<file path="src/rtl/bcd_conv_arbiter.sv">
// bcd_conv_arbiter: round-robin sharing of one free-running binary-to-BCD
// converter among N requesters. The selected value is held on conv_data for
// CONV_LAT cycles, then the converter output is captured and tagged.
//
// state | meaning
// ------+-----------------------------------------------------------
// IDLE  | no conversion in flight; pick next requester round-robin
// WAIT  | conv_data held; counting settle time before sampling
module bcd_conv_arbiter #(
  parameter int N        = 4,
  parameter int CONV_LAT = 50,
  parameter int MAX_VAL  = 999
) (
  input  logic              sys_clk,
  input  logic              sys_rst,
  input  logic [N-1:0]      req,
  input  logic [N*10-1:0]   req_data,
  output logic [N-1:0]      ack,
  output logic [N-1:0]      done,
  output logic [11:0]       bcd_out,
  output logic              ovf,
  output logic              busy,
  output logic [9:0]        conv_data,
  input  logic [11:0]       conv_bcd
);

  localparam int          IW       = (N > 1) ? $clog2(N) : 1;
  localparam logic [9:0]  MAX_V    = 10'(MAX_VAL);
  localparam logic [5:0]  CNT_LAST = 6'(CONV_LAT - 1);

  typedef enum logic [0:0] {
    IDLE = 1'b0,
    WAIT = 1'b1
  } state_t;

  state_t        state, state_nxt;
  logic [IW-1:0] ptr, ptr_nxt;
  logic [IW-1:0] idx, idx_nxt;
  logic [5:0]    cnt, cnt_nxt;
  logic          ovf_pend, ovf_pend_nxt;
  logic [N-1:0]  ack_nxt, done_nxt;
  logic [11:0]   bcd_nxt;
  logic          ovf_nxt, busy_nxt;
  logic [9:0]    conv_nxt;

  logic          sel_found;
  logic [IW-1:0] sel_idx;
  logic [IW-1:0] cand;
  logic [9:0]    sel_val;
  logic [9:0]    req_val [N];

  for (genvar g = 0; g < N; g++) begin : g_unpack
    assign req_val[g] = req_data[g*10 +: 10];
  end

  // Round-robin pick: first set req bit after ptr, wrapping modulo N
  always_comb begin
    sel_found = 1'b0;
    sel_idx   = '0;
    sel_val   = '0;
    cand      = '0;
    for (int k = 1; k <= N; k++) begin
      cand = IW'((int'(ptr) + k) % N);
      if (!sel_found && req[cand]) begin
        sel_found = 1'b1;
        sel_idx   = cand;
        sel_val   = req_val[cand];
      end
    end
  end

  // Next-state and registered-output logic
  always_comb begin
    state_nxt    = state;
    ptr_nxt      = ptr;
    idx_nxt      = idx;
    cnt_nxt      = cnt;
    ovf_pend_nxt = ovf_pend;
    ack_nxt      = '0;
    done_nxt     = '0;
    bcd_nxt      = bcd_out;
    ovf_nxt      = 1'b0;
    busy_nxt     = busy;
    conv_nxt     = conv_data;
    case (state)
      IDLE: begin
        busy_nxt = 1'b0;
        if (sel_found) begin
          idx_nxt          = sel_idx;
          ack_nxt[sel_idx] = 1'b1;
          conv_nxt         = (sel_val > MAX_V) ? MAX_V : sel_val;
          ovf_pend_nxt     = (sel_val > MAX_V);
          cnt_nxt          = '0;
          state_nxt        = WAIT;
          busy_nxt         = 1'b1;
        end
      end
      WAIT: begin
        if (cnt == CNT_LAST) begin
          bcd_nxt       = conv_bcd;
          done_nxt[idx] = 1'b1;
          ovf_nxt       = ovf_pend;
          ptr_nxt       = idx;
          state_nxt     = IDLE;
          busy_nxt      = 1'b0;
        end else begin
          cnt_nxt = cnt + 6'd1;
        end
      end
      default: begin
        state_nxt = IDLE;
        busy_nxt  = 1'b0;
        cnt_nxt   = '0;
      end
    endcase
  end

  // State and output registers; reset aborts any conversion in flight
  always_ff @(posedge sys_clk) begin
    if (sys_rst) begin
      state     <= IDLE;
      ptr       <= IW'(N - 1);
      idx       <= '0;
      cnt       <= '0;
      ovf_pend  <= 1'b0;
      ack       <= '0;
      done      <= '0;
      bcd_out   <= '0;
      ovf       <= 1'b0;
      busy      <= 1'b0;
      conv_data <= '0;
    end else begin
      state     <= state_nxt;
      ptr       <= ptr_nxt;
      idx       <= idx_nxt;
      cnt       <= cnt_nxt;
      ovf_pend  <= ovf_pend_nxt;
      ack       <= ack_nxt;
      done      <= done_nxt;
      bcd_out   <= bcd_nxt;
      ovf       <= ovf_nxt;
      busy      <= busy_nxt;
      conv_data <= conv_nxt;
    end
  end

endmodule

</file>
<file path="config.mk">
export PLATFORM = sky130hd
export DESIGN_NAME = bcd_conv_arbiter
export DESIGN_NICKNAME = d
export VERILOG_FILES = /design/src/rtl/bcd_conv_arbiter.sv
export SDC_FILE = /design/constraint.sdc
export NUM_CORES = 1
export LEC_CHECK = 0
export ABC_AREA = 1
export CAP_MARGIN = 10
export CORE_AREA = 3 3 81 83
export CTS_BUF_LIST = sky130_fd_sc_hd__clkbuf_2
export DETAILED_ROUTE_END_ITERATION = 10
export DIE_AREA = 0 0 84 86
export PLACE_DENSITY = 0.87
export SYNTH_ARGS = -nofsm -noshare
export SYNTH_HDL_FRONTEND = slang
export SYNTH_SLANG_ARGS = --single-unit
</file>
<file path="constraint.sdc">
create_clock -name sys_clk -period 3.8 [get_ports sys_clk]
set_input_delay 0.95 -clock sys_clk [delete_from_list [all_inputs] [get_ports sys_clk]]
set_output_delay 0.95 -clock sys_clk [all_outputs]
set_load 0.01 [all_outputs]
</file>
* After elaboration in Yosys (flattened, before gate mapping)
Index checks and enable logic that the tools add are counted.
** Cells by class
- Add/sub/neg operators :: 5
- Order comparisons :: 13
- Eq/ne operators :: 4
- Muxes and demuxes :: 45
- Bitwise operators :: 7
- Reductions and logical operators :: 13
** Operators by type and width (number)
- two-way mux 10 bit :: 13
- binary-select mux 10 bit (select 2 bit) :: 4
- < comparator 2 x 3 -> 1 bit, second input constant :: 6
- two-way mux 1 bit :: 13
- >= comparator 3 bit, second input constant :: 4
- two-way mux 6 bit :: 2
- inverter 2 -> 3 bit :: 4
- one-hot mux 6 bit (2 select lines) :: 1
- > comparator 10 bit, second input constant :: 1
- binary-select mux 1 bit (select 2 bit) :: 4
- two-way mux 2 bit :: 4
- adder 6 x 1 -> 6 bit, second input constant :: 1
- == test 6 bit, second input constant :: 1
- AND reduction 2 bit :: 3
- OR reduction 3 bit :: 2
- logical AND 1 bit :: 5
- adder 2 x 1 -> 2 bit, second input constant :: 2
- adder 2 bit, second input constant :: 2
- demux 1 bit (select 2 bit) :: 2
- >= comparator 2 x 1 -> 1 bit, second input constant :: 2
- != test 2 bit, second input constant :: 2
- one-hot mux 1 bit (2 select lines) :: 2
- logical NOT 1 bit :: 3
- inverter 1 bit :: 3
- != test 2 x 1 -> 1 bit, second input constant :: 1
** Storage, ports and cells
- Bits in registers :: 44
- Input bits :: 58
- Logic and storage cells :: 98

* Logic depth before layout (Yosys ltp)
- Word-level depth :: 17
- Gate-level depth with buffers :: 18
- Gate-level depth less buffers :: 16

* Worst setup path after synthesis
Ideal clock, no wire load.
- Path type :: in2reg
- From :: input port req[3]
- To :: register conv_data[0]
- Library setup time :: 0.113 ns
- Arrival :: 2.082 ns
- Slack :: 1.605 ns
- Stages :: 13
- Cells stage by stage :: nand2_1 -> nand2_1 -> nand2_1 -> nand2_2 -> nor2_8 -> buf_6 -> nand4_1 -> a21oi_2 -> nor2_1 -> nand2_2 -> nand2_2 -> o21ai_1 -> inv_1
** On the way
- Word-level cells in the longest chain between the ends :: 14
- Elaborated cells between the ends (all ways) :: 25
- Classes of those cells :: order compare (1); mux (17); reduce/logical (7)
** Ends and longest elaborated chain
- from (decl) :: RTL line 16 : input logic [N-1:0] req,
- binary-select mux 1 bit (select 2 bit) :: RTL line 64 : if (!sel_found && req[cand]) begin
- two-way mux 1 bit (implied by the code) :: RTL line 64
- two-way mux 1 bit :: RTL line 64
- logical NOT 1 bit :: RTL line 64
- logical AND 1 bit :: RTL line 64
- two-way mux 1 bit :: RTL line 64
- logical NOT 1 bit :: RTL line 64
- logical AND 1 bit :: RTL line 64
- two-way mux 1 bit :: RTL line 64
- logical NOT 1 bit :: RTL line 64
- logical AND 1 bit :: RTL line 64
- two-way mux 10 bit :: RTL line 64
- > comparator 10 bit :: RTL line 91 : conv_nxt = (sel_val > MAX_V) ? MAX_V : sel_val;
- two-way mux 10 bit :: RTL line 91
- to (signal assigned) :: RTL line 143 : conv_data <= conv_nxt;
- to (decl) :: RTL line 23 : output logic [9:0] conv_data,
Several ways; a longest one is shown, not always the timed one. The select of a mux whose other input is x is not followed.
A chain may end at the register's enable or synchronous reset.

* Worst setup path in the final report
- From :: register ptr[0]
- To :: register conv_data[1]
** On the way
- Word-level cells in the longest chain between the ends :: 15
- Elaborated cells between the ends (all ways) :: 45
- Classes of those cells :: add/sub (4); order compare (1); mux (29); bitwise (4); reduce/logical (7)
** Ends and longest elaborated chain
- from (decl) :: RTL line 37 : logic [IW-1:0] ptr, ptr_nxt;
- from (signal assigned) :: RTL line 122 : ptr <= IW'(N - 1);
- from (signal assigned) :: RTL line 134 : ptr <= ptr_nxt;
- adder 2 x 1 -> 2 bit :: RTL line 63 : cand = IW'((int'(ptr) + k) % N);
- binary-select mux 1 bit (select 2 bit) :: RTL line 64
- two-way mux 1 bit (implied by the code) :: RTL line 64
- two-way mux 1 bit :: RTL line 64
- logical NOT 1 bit :: RTL line 64
- logical AND 1 bit :: RTL line 64
- two-way mux 1 bit :: RTL line 64
- logical NOT 1 bit :: RTL line 64
- logical AND 1 bit :: RTL line 64
- two-way mux 1 bit :: RTL line 64
- logical NOT 1 bit :: RTL line 64
- logical AND 1 bit :: RTL line 64
- two-way mux 10 bit :: RTL line 64
- > comparator 10 bit :: RTL line 91
- two-way mux 10 bit :: RTL line 91
Several ways; a longest one is shown, not always the timed one. The select of a mux whose other input is x is not followed.

==> qor.yml <==
status: "finished clean"
design_area_um2: 4070
start_util_pct: 53.4
synth_top_area_share_pct: 27.9
hpwl_um: 6910
required_ns: 4.11
routedWlPerCell_um: 13.4
num_vias: 3578
crit_cells: 15
rsz0062_at_grt: "no"
final-hold-violation-count: 0
nNetsFinal: 645
place_congestion: 0.917
critical_path_class: "reg2reg"
fmax_ghz: 0.330
ctsHoldBuffers: 0
power_density_nw_per_um2: 230
rrSetupSlack_ns: 0.77
diodes: 0
ys_warn_count: 0
hold-path-cell-count: 2
root_buffer: "clkbuf_2"
worstSetupStartpoint: "ptr[0]"
synth.distinct_cells: 40
reg2reg_depth: 15
rows: 28
yosysMostFrequentCell: "nand2_1"
dieArea_um2: 7220
ant_nets: 0
placed_area_um2: 4030
dr.pass1.iters: 5
grt_overflow: 0
finalSetupTns_ns: 0
synth_nets: 570
cts_setup_buffers: 0
cts_buffers: 5
crit_path_max_incr_delay_ns: 0.70
preCtsSetupSlack_ns: 0.750
drt_first_iter_violations: 264
worstHoldPathType: "reg2reg"
finalNonFillerCells: 661
cts_sinks: 44
clk_path_buf_depth: 2
path_buf_inv: 3
synth_top_cell_by_area: "dfxtp_1"
leakage_nw: 1.91
multi_input_area_um2: 1920
coreArea_um2: 5920
post_cts_resize_count: 0
post-route-min-period_ns: 3.03
worstPathCellList: "inv_2 -> nand2_2 -> nand2_2 -> nand2_2 -> nand2_4 -> nor2_8 -> nand3_2 -> inv_2 -> o21ai_1 -> nand3_1 -> nor2_1 -> nand2_2 -> nand2_2 -> o21ai_1 -> inv_1"
grt_start_max_net_pins: 42
clk_pin_slew_ns: 0.23
cp.arrival_ns: 3.34
cp_max_fo: 33
nFillCells: 527
max_slew.worst_pin.slew_ns: 0.625
regArea_um2: 882
grt_pass1_wl_um: 14800
port_buffers: 89
syn-instance-count: 510
vias_per_cell: 5.41
maxCapViolCount: 0
timing.hold.ws_ns: 0.469
timing.final.ws_setup_ns: 0.773
die_x_um: 84
hp-start: "ovf_pend"
ys_top_cells_by_count: "nand2_1, o21ai_0, nor2_1"
ios: 90
fin_total_pwr_uw: 937
synth_area_leaders: "dfxtp_1, nand2_1, o21ai_0"
worstSkewPairLatency_ns: 0.41
async_flop_share_pct: 0
antenna_found_initial: 0
wirelength_um: 8880
track_usage_pct: 24.5
cp_top_family: "simple AND/OR/NAND/NOR gates"
synth-main-ff-cell: "dfxtp_1"
final_core_util_pct: 68.8
crit_path_end_kind: "flip-flop"
chipHeight_um: 86
ys_ff_latch: 44
synth_area_um2: 3160
timing.rr.start: "ptr[0]"
max_slew_margin_pct: 58.3
cts_max_level: 2
drc: 0
syn_area_per_cell_um2: 6.20
finalSetupViolations: 0
clock_skew_ns: 0.0317
syn_to_final_growth_pct: 28.8
cp-start-kind: "flip-flop"
drive_above_1_share_pct: 7.68
ir_worst_vdd_mv: 0.160
grt_pass1_vias: 3277
synth_edf_count: 0
placed_cells_incl_taps: 653
synth_seq_area_share_pct: 27.9
crit_slowest_cell: "dfxtp_2"
cts_tree: "yes"
maxSlewViolCount: 0
fin_crit_sh_pct: 79.7
cpMostUsedCell: "nand2_2"
power by group:
group,total (mW),internal (mW),switching (mW)
clock,0.191,0.0459,0.145
sequential,0.493,0.481,0.0120
combinational,0.253,0.124,0.129
cell type report:
type                    instances  share of cell area, %
multi-input cells             387                   47.1
flip-flops and latches         44                   21.7
repair buffers                 95                   23.0
well taps                      75                   2.30
clock buffers                   6                  0.737
inverters                      52                   4.91
clock inverters                 2                  0.276
path summary, 6_finish.rpt:
check	to
worst max-delay path	conv_data[1]
worst max register to register	conv_data[1]
worst min-delay path	ovf
worst min register to register	ovf
per-layer routing:
layer,up-vias,share of wire (%),wire [um],GRT usage (%)
met5,-,0,0,0
met1,1618,42,3720,30.4
met3,18,6.0,532,3.84
met2,134,51,4500,44.4
li1,1808,-,-,-
met4,0,1.4,123,6.14
worst register-to-register path, cell delays in order, from the launching register on:
cell and delay (ns):
dfxtp_2 0.70, inv_2 0.35, nand2_2 0.14, nand2_2 0.25, nand2_2 0.21, nand2_4 0.16, nor2_8 0.23, nand3_2 0.14
inv_2 0.14, o21ai_1 0.10, nand3_1 0.09, nor2_1 0.05, nand2_2 0.09, nand2_2 0.08, o21ai_1 0.14, inv_1 0.05
flip-flops by register name (all words and copies together) (netlist names):
| signal | cells |
|---|---|
| bcd_out | 12 |
| conv_data | 10 |
| cnt | 6 |
| ack | 4 |
| done | 4 |
| idx | 2 |
| ptr | 2 |
| busy | 1 |
| ovf | 1 |
| ovf_pend | 1 |
| state | 1 |
layout by cell type (no fill, tap or decap), types with 2 or more instances in the layout:
cell,count
inv_4,2
dfxtp_1,43
a21oi_2,2
nand2_2,10
o21ai_0,66
nor2_8,2
inv_1,45
nand2_4,3
ha_1,2
nor3_1,4
clkbuf_2,6
o211ai_1,14
nor2_1,49
a21oi_1,9
nor4_1,2
a211oi_2,2
clkdlybuf4s50_1,89
nand2_1,165
buf_4,6
nand4_1,9
inv_2,5
mux2i_1,7
nand3_1,23
o21ai_1,4
kinds of logic after synthesis:
| group | Yosys count | share of synthesized area (%) |
|---|---|---|
| adder cells (fa/ha/maj) | 2 | 0.791 |
| multiplexers | 7 | 2.22 |
| AND/OR/NAND/NOR | 272 | 38.0 |
| buffers and inverters | 79 | 11.4 |
| flip-flops | 44 | 27.9 |
| XOR/XNOR | 1 | 0.277 |
| AO/OA/AOI/OAI | 105 | 19.5 |
Note: power is estimated with default switching activity, not from simulation.
